### src/rtl/sd_seq_gen_pkg.sv
// Shared constants for the sd_seq_gen sequence producer: FSM state encoding
// and the 16-bit Fibonacci LFSR parameters used by the SD_SEQ_GEN_LFSR_EN build.
package sd_seq_gen_pkg;

  typedef logic [1:0] state_t;

  localparam state_t ST_IDLE = 2'd0;
  localparam state_t ST_RUN  = 2'd1;
  localparam state_t ST_DONE = 2'd2;

  localparam logic [15:0] LFSR_SEED = 16'hACE1;
  // Taps 16,14,13,11 expressed for a right-shifting register (bits 0,2,3,5).
  localparam logic [15:0] LFSR_TAPS = 16'h002D;

  function automatic logic [15:0] lfsr_next(input logic [15:0] s);
    return {^(s & LFSR_TAPS), s[15:1]};
  endfunction

endpackage

### src/rtl/sd_lfsr16.sv
// 16-bit Fibonacci LFSR, stepped once per enable; used as the srdy throttle
// source when SD_SEQ_GEN_LFSR_EN is defined.
module sd_lfsr16
  import sd_seq_gen_pkg::*;
(
  input  logic        clk,
  input  logic        reset,
  input  logic        en,
  output logic [15:0] state
);

  always_ff @(posedge clk or negedge reset) begin
    if (!reset) begin
      state <= LFSR_SEED;
    end else if (en) begin
      state <= lfsr_next(state);
    end
  end

endmodule

### src/rtl/sd_seq_gen.sv
// Incrementing-sequence producer with a pattern-throttled srdy/drdy output.
// Define SD_SEQ_GEN_LFSR_EN to throttle from an internal LFSR instead of srdy_pat.
//
// Handshake: p_srdy/p_drdy valid/ready. A transfer happens on a rising clk
// edge where p_srdy & p_drdy; once p_srdy is raised it and p_data are held
// until that transfer (no retraction).
module sd_seq_gen
  import sd_seq_gen_pkg::*;
#(
  parameter int width   = 8,
  parameter int pat_dep = 8
) (
  input  logic               clk,
  input  logic               reset,
  input  logic               gen_en,
  input  logic [15:0]        gen_count,
  input  logic [width-1:0]   seed,
  input  logic [pat_dep-1:0] srdy_pat,
  output logic               p_srdy,
  input  logic               p_drdy,
  output logic [width-1:0]   p_data,
  output logic [15:0]        sent_cnt,
  output logic               done,
  output logic [1:0]         state_dbg
);

  localparam int PTR_W = (pat_dep > 1) ? $clog2(pat_dep) : 1;
  localparam logic [PTR_W-1:0] PTR_LAST = PTR_W'(pat_dep - 1);

  state_t           state;
  logic [PTR_W-1:0] ptr;
  logic [15:0]      count_q;
  logic             xfer;
  logic             advance;
  logic             last_item;
  logic             pat_step;
  logic             throttle;
  logic [15:0]      sent_inc;

  always_comb begin
    xfer      = p_srdy & p_drdy;
    advance   = (state == ST_RUN) && (!p_srdy || xfer);
    sent_inc  = sent_cnt + 16'd1;
    last_item = xfer && (count_q != 16'd0) && (sent_inc == count_q);
    // A pattern position is consumed only when a new srdy decision is taken.
    pat_step  = advance && gen_en && !last_item;
  end

`ifdef SD_SEQ_GEN_LFSR_EN
  logic [15:0] lfsr_state;

  sd_lfsr16 u_lfsr (
    .clk   (clk),
    .reset (reset),
    .en    (pat_step),
    .state (lfsr_state)
  );

  assign throttle = lfsr_state[0];
`else
  assign throttle = srdy_pat[ptr];
`endif

  always_ff @(posedge clk or negedge reset) begin
    if (!reset) begin
      state    <= ST_IDLE;
      p_srdy   <= 1'b0;
      p_data   <= '0;
      sent_cnt <= '0;
      done     <= 1'b0;
      ptr      <= '0;
      count_q  <= '0;
    end else begin
      case (state)
        ST_IDLE: begin
          p_srdy <= 1'b0;
          if (gen_en) begin
            state    <= ST_RUN;
            p_data   <= seed;
            sent_cnt <= '0;
            ptr      <= '0;
            count_q  <= gen_count;
            done     <= 1'b0;
          end
        end

        ST_RUN: begin
          if (xfer) begin
            p_data   <= p_data + 1'b1;
            sent_cnt <= sent_inc;
          end
          if (last_item) begin
            state  <= ST_DONE;
            p_srdy <= 1'b0;
            done   <= 1'b1;
          end else if (advance) begin
            if (!gen_en) begin
              state  <= ST_IDLE;
              p_srdy <= 1'b0;
            end else begin
              p_srdy <= throttle;
              ptr    <= (ptr == PTR_LAST) ? '0 : ptr + 1'b1;
            end
          end
        end

        ST_DONE: begin
          p_srdy <= 1'b0;
          if (!gen_en) begin
            state <= ST_IDLE;
            done  <= 1'b0;
          end
        end

        default: begin
          state  <= ST_IDLE;
          p_srdy <= 1'b0;
          done   <= 1'b0;
        end
      endcase
    end
  end

  assign state_dbg = state;

endmodule

### config.mk
export PLATFORM = sky130hd
export DESIGN_NAME = sd_seq_gen
export DESIGN_NICKNAME = d
export VERILOG_FILES = /design/src/rtl/sd_seq_gen_pkg.sv /design/src/rtl/sd_lfsr16.sv /design/src/rtl/sd_seq_gen.sv
export SDC_FILE = /design/constraint.sdc
export NUM_CORES = 1
export LEC_CHECK = 0
export ABC_AREA = 0
export CAP_MARGIN = 25
export CORE_UTILIZATION = 54
export CTS_CLUSTER_DIAMETER = 30
export DETAILED_ROUTE_END_ITERATION = 16
export PLACE_DENSITY = 0.85
export SLEW_MARGIN = 25
export SYNTH_ARGS = -nofsm -noshare
export SYNTH_HDL_FRONTEND = slang
export SYNTH_SLANG_ARGS = --single-unit
### constraint.sdc
create_clock -name clk -period 4.2 [get_ports clk]
set_clock_uncertainty 0.1 [all_clocks]
set_input_delay 0.42 -clock clk [delete_from_list [all_inputs] [get_ports clk]]
set_output_delay 0.42 -clock clk [all_outputs]
set_load 0.02 [all_outputs]
Yosys cells after proc, flatten, opt, wreduce, memory -nomap -nowiden. Index checks and enable logic that the tools add are counted.

Input port bits: 36. Word-level logic and storage cells: 64. Output and inout port bits: 28. Flip-flop bits (word level): 47.

Add/subtract/negate cells: 3. $lt $le $gt $ge: 1. Reductions and logical operators: 13. Muxes and demuxes: 27. Eq/ne operators: 12. Bitwise logic cells: 1.

Operators with widths (count): two-way mux 16 bit (2); case mux 16 bit (2 select lines) (1); adder 16 x 1 -> 16 bit, second input constant (1); == test 16 bit (1); two-way mux 8 bit (2); case mux 8 bit (2 select lines) (1); nonzero test 16 bit (1); two-way mux 3 bit (5); inequality test 2 bit, second input constant (7); adder 8 x 1 -> 8 bit, second input constant (1); two-way mux 1 bit (8); two-way mux 2 bit (4); case mux 2 bit (3 select lines) (1); case mux 3 bit (2 select lines) (1); AND reduction 3 bit (2); AND reduction 5 bit (1); < comparator 3 x 4 -> 1 bit, second input constant (1); AND reduction 2 bit (2); adder 3 x 1 -> 3 bit, second input constant (1); binary-select mux 1 bit (select 3 bit) (1); == test 3 bit, second input constant (1); logical AND 1 bit (3); inequality test 3 bit, second input constant (1); case mux 1 bit (3 select lines) (1); other kinds (7) (7).

Logic depth before layout (Yosys ltp).
Depth in word-level cells: 6. Gate-level depth with buffers: 8. Gate-level depth less buffers: 8.

Least setup slack after synthesis. Ideal clock, no wire load.

Path kind: flip-flop to flip-flop. From: register sent_cnt[0]. To: register ptr[0]. Data arrival time: 2.621 ns. Cell stages (with the launch flop): 9. Library setup time: 0.128 ns. Required time: 3.972 ns. Buffers on the path: 0. Clock period less this slack: 2.849 ns. Setup slack: 1.351 ns. Path through: dfrtp_1 ha_1 nand3_1 or4b_2 o211ai_1 o211a_1 o211ai_1 o21ai_2 mux2_1.

Word-level cells in the longest chain between the ends: 5.

RTL lines: start: declaration (line sd_seq_gen.sv:22) `output logic [15:0] sent_cnt,`; start signal: assignment (line sd_seq_gen.sv:90) `sent_cnt <= sent_inc;`; adder 16 x 1 -> 16 bit (line sd_seq_gen.sv:43) `sent_inc = sent_cnt + 16'd1;`; == test 16 bit (line sd_seq_gen.sv:44) `last_item = xfer && (count_q != 16'd0) && (sent_inc == count_q);`; logical AND 1 bit (line sd_seq_gen.sv:44); inequality test 2 bit (no source line); AND reduction 5 bit (no source line); end signal: assignment (line sd_seq_gen.sv:102) `ptr <= (ptr == PTR_LAST) ? '0 : ptr + 1'b1;`; end: declaration (line sd_seq_gen.sv:31) `logic [PTR_W-1:0] ptr;`.

No other way between the ends. A chain may end at the register's enable or synchronous reset.

Worst setup path after layout.
From: register sent_cnt[0]. To: register ptr[1].

Same word-level chain as after synthesis.

==> impl_results.md <==
- FF-to-FF path depth: 8
- Die area: 5520 um^2
- HPWL Detailed: 5.15 mm
- DIE HEIGHT: 74.3 um
- Max_cap viols: 0
- GRT Total Usage: 0.273
- RSZ-0062 raised after global routing: false
- Peak supply drop: 0.301 mV
- NumNets Final: 400
- DR vias: 2,556
- Routed vias/inst: 5.97
- DP Area: 3490 um^2
- Number of global-route vias before repair: 2,384
- Setup-failing EPs final: 0
- Gpl congestion: 0.870
- Gr ovfl total: 0
- Endpoints failing hold: 0
- Distinct cells, synth: 50
- Die W: 74.3 um
- Crit path kind: reg2reg
- Cell taking the most area after synthesis: dfrtp_1
- Syn Area/Cell: 9.29 um^2
- Slew Limit Fails: 0
- I/O pin count: 64
- Top post-synthesis cells by area: dfrtp_1 42%, mux2_2 6.0%, o21ai_0 5.7%
- CP Data Arrival Time: 3.18 ns
- CP startpoint kind: flip-flop
- Final Critical Period: 3.09 ns
- Worst-Skew Late Latency: 0.30 ns
- FF+latch area: 1180 um^2
- CTS tree: done
- F_max: 324 MHz
- CTS resizes: 0
- CTS root buf: clkbuf_8
- Share of the synthesized area in the top cell type: 0.416
- Antenna viol nets, final: 0
- TritonCTS Sinks: 47
- Outcome: finished clean
- First-pass GRT wire length: 11.3 mm
- Fin Hold WS: 0.00677 ns
- Placed insts: 420
- Core Region: 4880 um^2
- Final Cell Area: 3630 um^2
- Clock buffer depth: 2
- Total CTS buffers: 5
- Post-CTS Setup Inserts: 0
- Starting DRT DRC Count: 305
- Area of the multi-input gates: 1550 um^2
- Power per cell area: 402 nW/um^2
- Hold buffer count at cts: 0
- Post-synthesis sequential area ratio: 0.416
- H-tree Lvls: 2
- Rows: 25
- Fin cells: 428
- Slew headroom: 0.398
- Element type at the critical path end: flip-flop
- Hold WC Path Type: in2async
- Setup_tns: 0 ns
- # port buffers: 63
- Cell Area, Synth: 2830 um^2
- Most common cell after layout, fill and taps aside: clkdlybuf4s50_1
- Clock transition at path regs: 0.09 ns
- Req. time, crit path: 4.29 ns
- Synth Register Bits: 47
- CP max FO: 8
- WL per Instance: 16.6 um
- Post-Syn Instances: 304
- Area added between synthesis and finish: 28.3%
- DRC Markers: 0
- Final worst-path cycle share: 0.735
- Initial antenna violation count: 0
- LEAKAGE: 1.42 nW
- Worst Max-Slew Pin Slew: 0.900 ns
- N_diodes: 0
- Layout fillers: 379
- Syn Nets: 344
- Synth warnings: 0
- Drt pass-1 iters: 4
- Starting Density: 0.579
- Fraction of layout cells with a size suffix above 1: 0.102
- Commonest non-fill, non-tap cells in the layout: 62 x clkdlybuf4s50_1, 47 x dfrtp_1, 42 x nand2_1, 31 x o21ai_0, 16 x nor2_1
- Pin count of the biggest net entering global routing: 26
- Final wirelength: 7.10 mm
-- Yosys cell counts, drive strengths merged --
| cell | number |
|---|---|
| dfrtp | 47 |
| nand2 | 42 |
| o21ai | 33 |
| mux2 | 17 |
| nor2 | 16 |
| a21oi | 14 |
| nand3 | 13 |
| xnor2 | 13 |
| clkbuf | 11 |
| nor3 | 11 |
| nand4 | 9 |
| xor2 | 8 |
| nor4 | 7 |
| buf | 6 |
| inv | 6 |
| nor2b | 5 |
| ha | 4 |
| o22ai | 4 |
| a22o | 3 |
| a31oi | 3 |
| and3 | 3 |
| nor3b | 3 |
| mux4 | 2 |
| nand3b | 2 |
| o211ai | 2 |
| o21a | 2 |
| o31ai | 2 |
| a2111oi | 1 |
| a211o | 1 |
| a211oi | 1 |
| a221oi | 1 |
| a311oi | 1 |
| and4 | 1 |
| and4b | 1 |
| mux2i | 1 |
| nand2b | 1 |
| nor4b | 1 |
| nor4bb | 1 |
| o211a | 1 |
| o21ba | 1 |
| o2bb2ai | 1 |
| or2 | 1 |
| or4b | 1 |
-- path summary, 6_finish.rpt --
check,startpoint,end,slack (ns)
min in group clk,done,done,0.43
max in group asynchronous,reset,sent_cnt[3],3.45
min,reset,sent_cnt[7],0.007
max,sent_cnt[0],ptr[1],1.11
min reg2reg,done,done,0.43
max reg2reg,sent_cnt[0],ptr[1],1.11
-- area by class of cell --
class / instances / share of cell area
clock inverter: 2 / 0.0166
tap: 67 / 0.0231
timing repair buffer: 66 / 0.182
inverter: 6 / 0.00621
clock buffer: 6 / 0.0200
multi-input combinational: 234 / 0.428
sequential: 47 / 0.324
-- metal layers --
metal	up-vias	global-route usage	wire length [um]
li1	1209	-	-
met1	1250	0.346	3000
met2	82	0.466	3600
met3	15	0.0650	381
met4	0	0.0797	121
met5	-	0	0
-- through the flow --
step | setup slack [ns] | utilization | power (W)
finish | 1.11 | 0.743 | 0.00146
global route | 0.906 | 0.743 | 0.00154
CTS | 1.17 | 0.743 | 0.00146
detailed placement | 1.19 | 0.716 | 0.00107
global placement | 1.34 | 0.712 | 0.00106
floorplan | 1.35 | - | 0.000883
-- state kept, by name, summed over array words and instances, names as in the netlist --
| register | count |
|---|---|
| ptr | 3 |
| done | 1 |
| state_dbg | 2 |
| p_srdy | 1 |
| count_q | 16 |
| sent_cnt | 16 |
| p_data | 8 |
-- critical path, cell delays in order, from the launching register on --
cell	delay, ns
dfrtp_1	0.51
ha_1	0.35
nand3_1	0.25
nor4_1	0.72
nor2_1	0.12
a21oi_1	0.18
nand4_1	0.15
o21ai_2	0.27
mux2_1	0.34
-- cell families (layout without fill, tap and decap cells) --
logic type               Yosys count  count (layout)  share of synthesized area
AND/OR/NAND/NOR                  118             118                      0.221
AO/OA/AOI/OAI                     71              71                      0.157
flip-flops                        47              47                      0.416
buffers and inverters             23              80                     0.0350
XOR/XNOR                          21              21                     0.0651
multiplexers                      20              20                     0.0872
adder cells (fa/ha/maj)            4               4                     0.0177
-- report_power, final --
group	internal, W	leakage (nW)	total, W	switching (W)
sequential	0.000529	0.594	0.000629	0.000100
clock	0.000238	0.0654	0.000391	0.000153
combinational	0.000226	0.757	0.000436	0.000210
total	0.000994	1.42	0.00146	0.000463
Note: power is estimated with default switching activity, not from simulation.
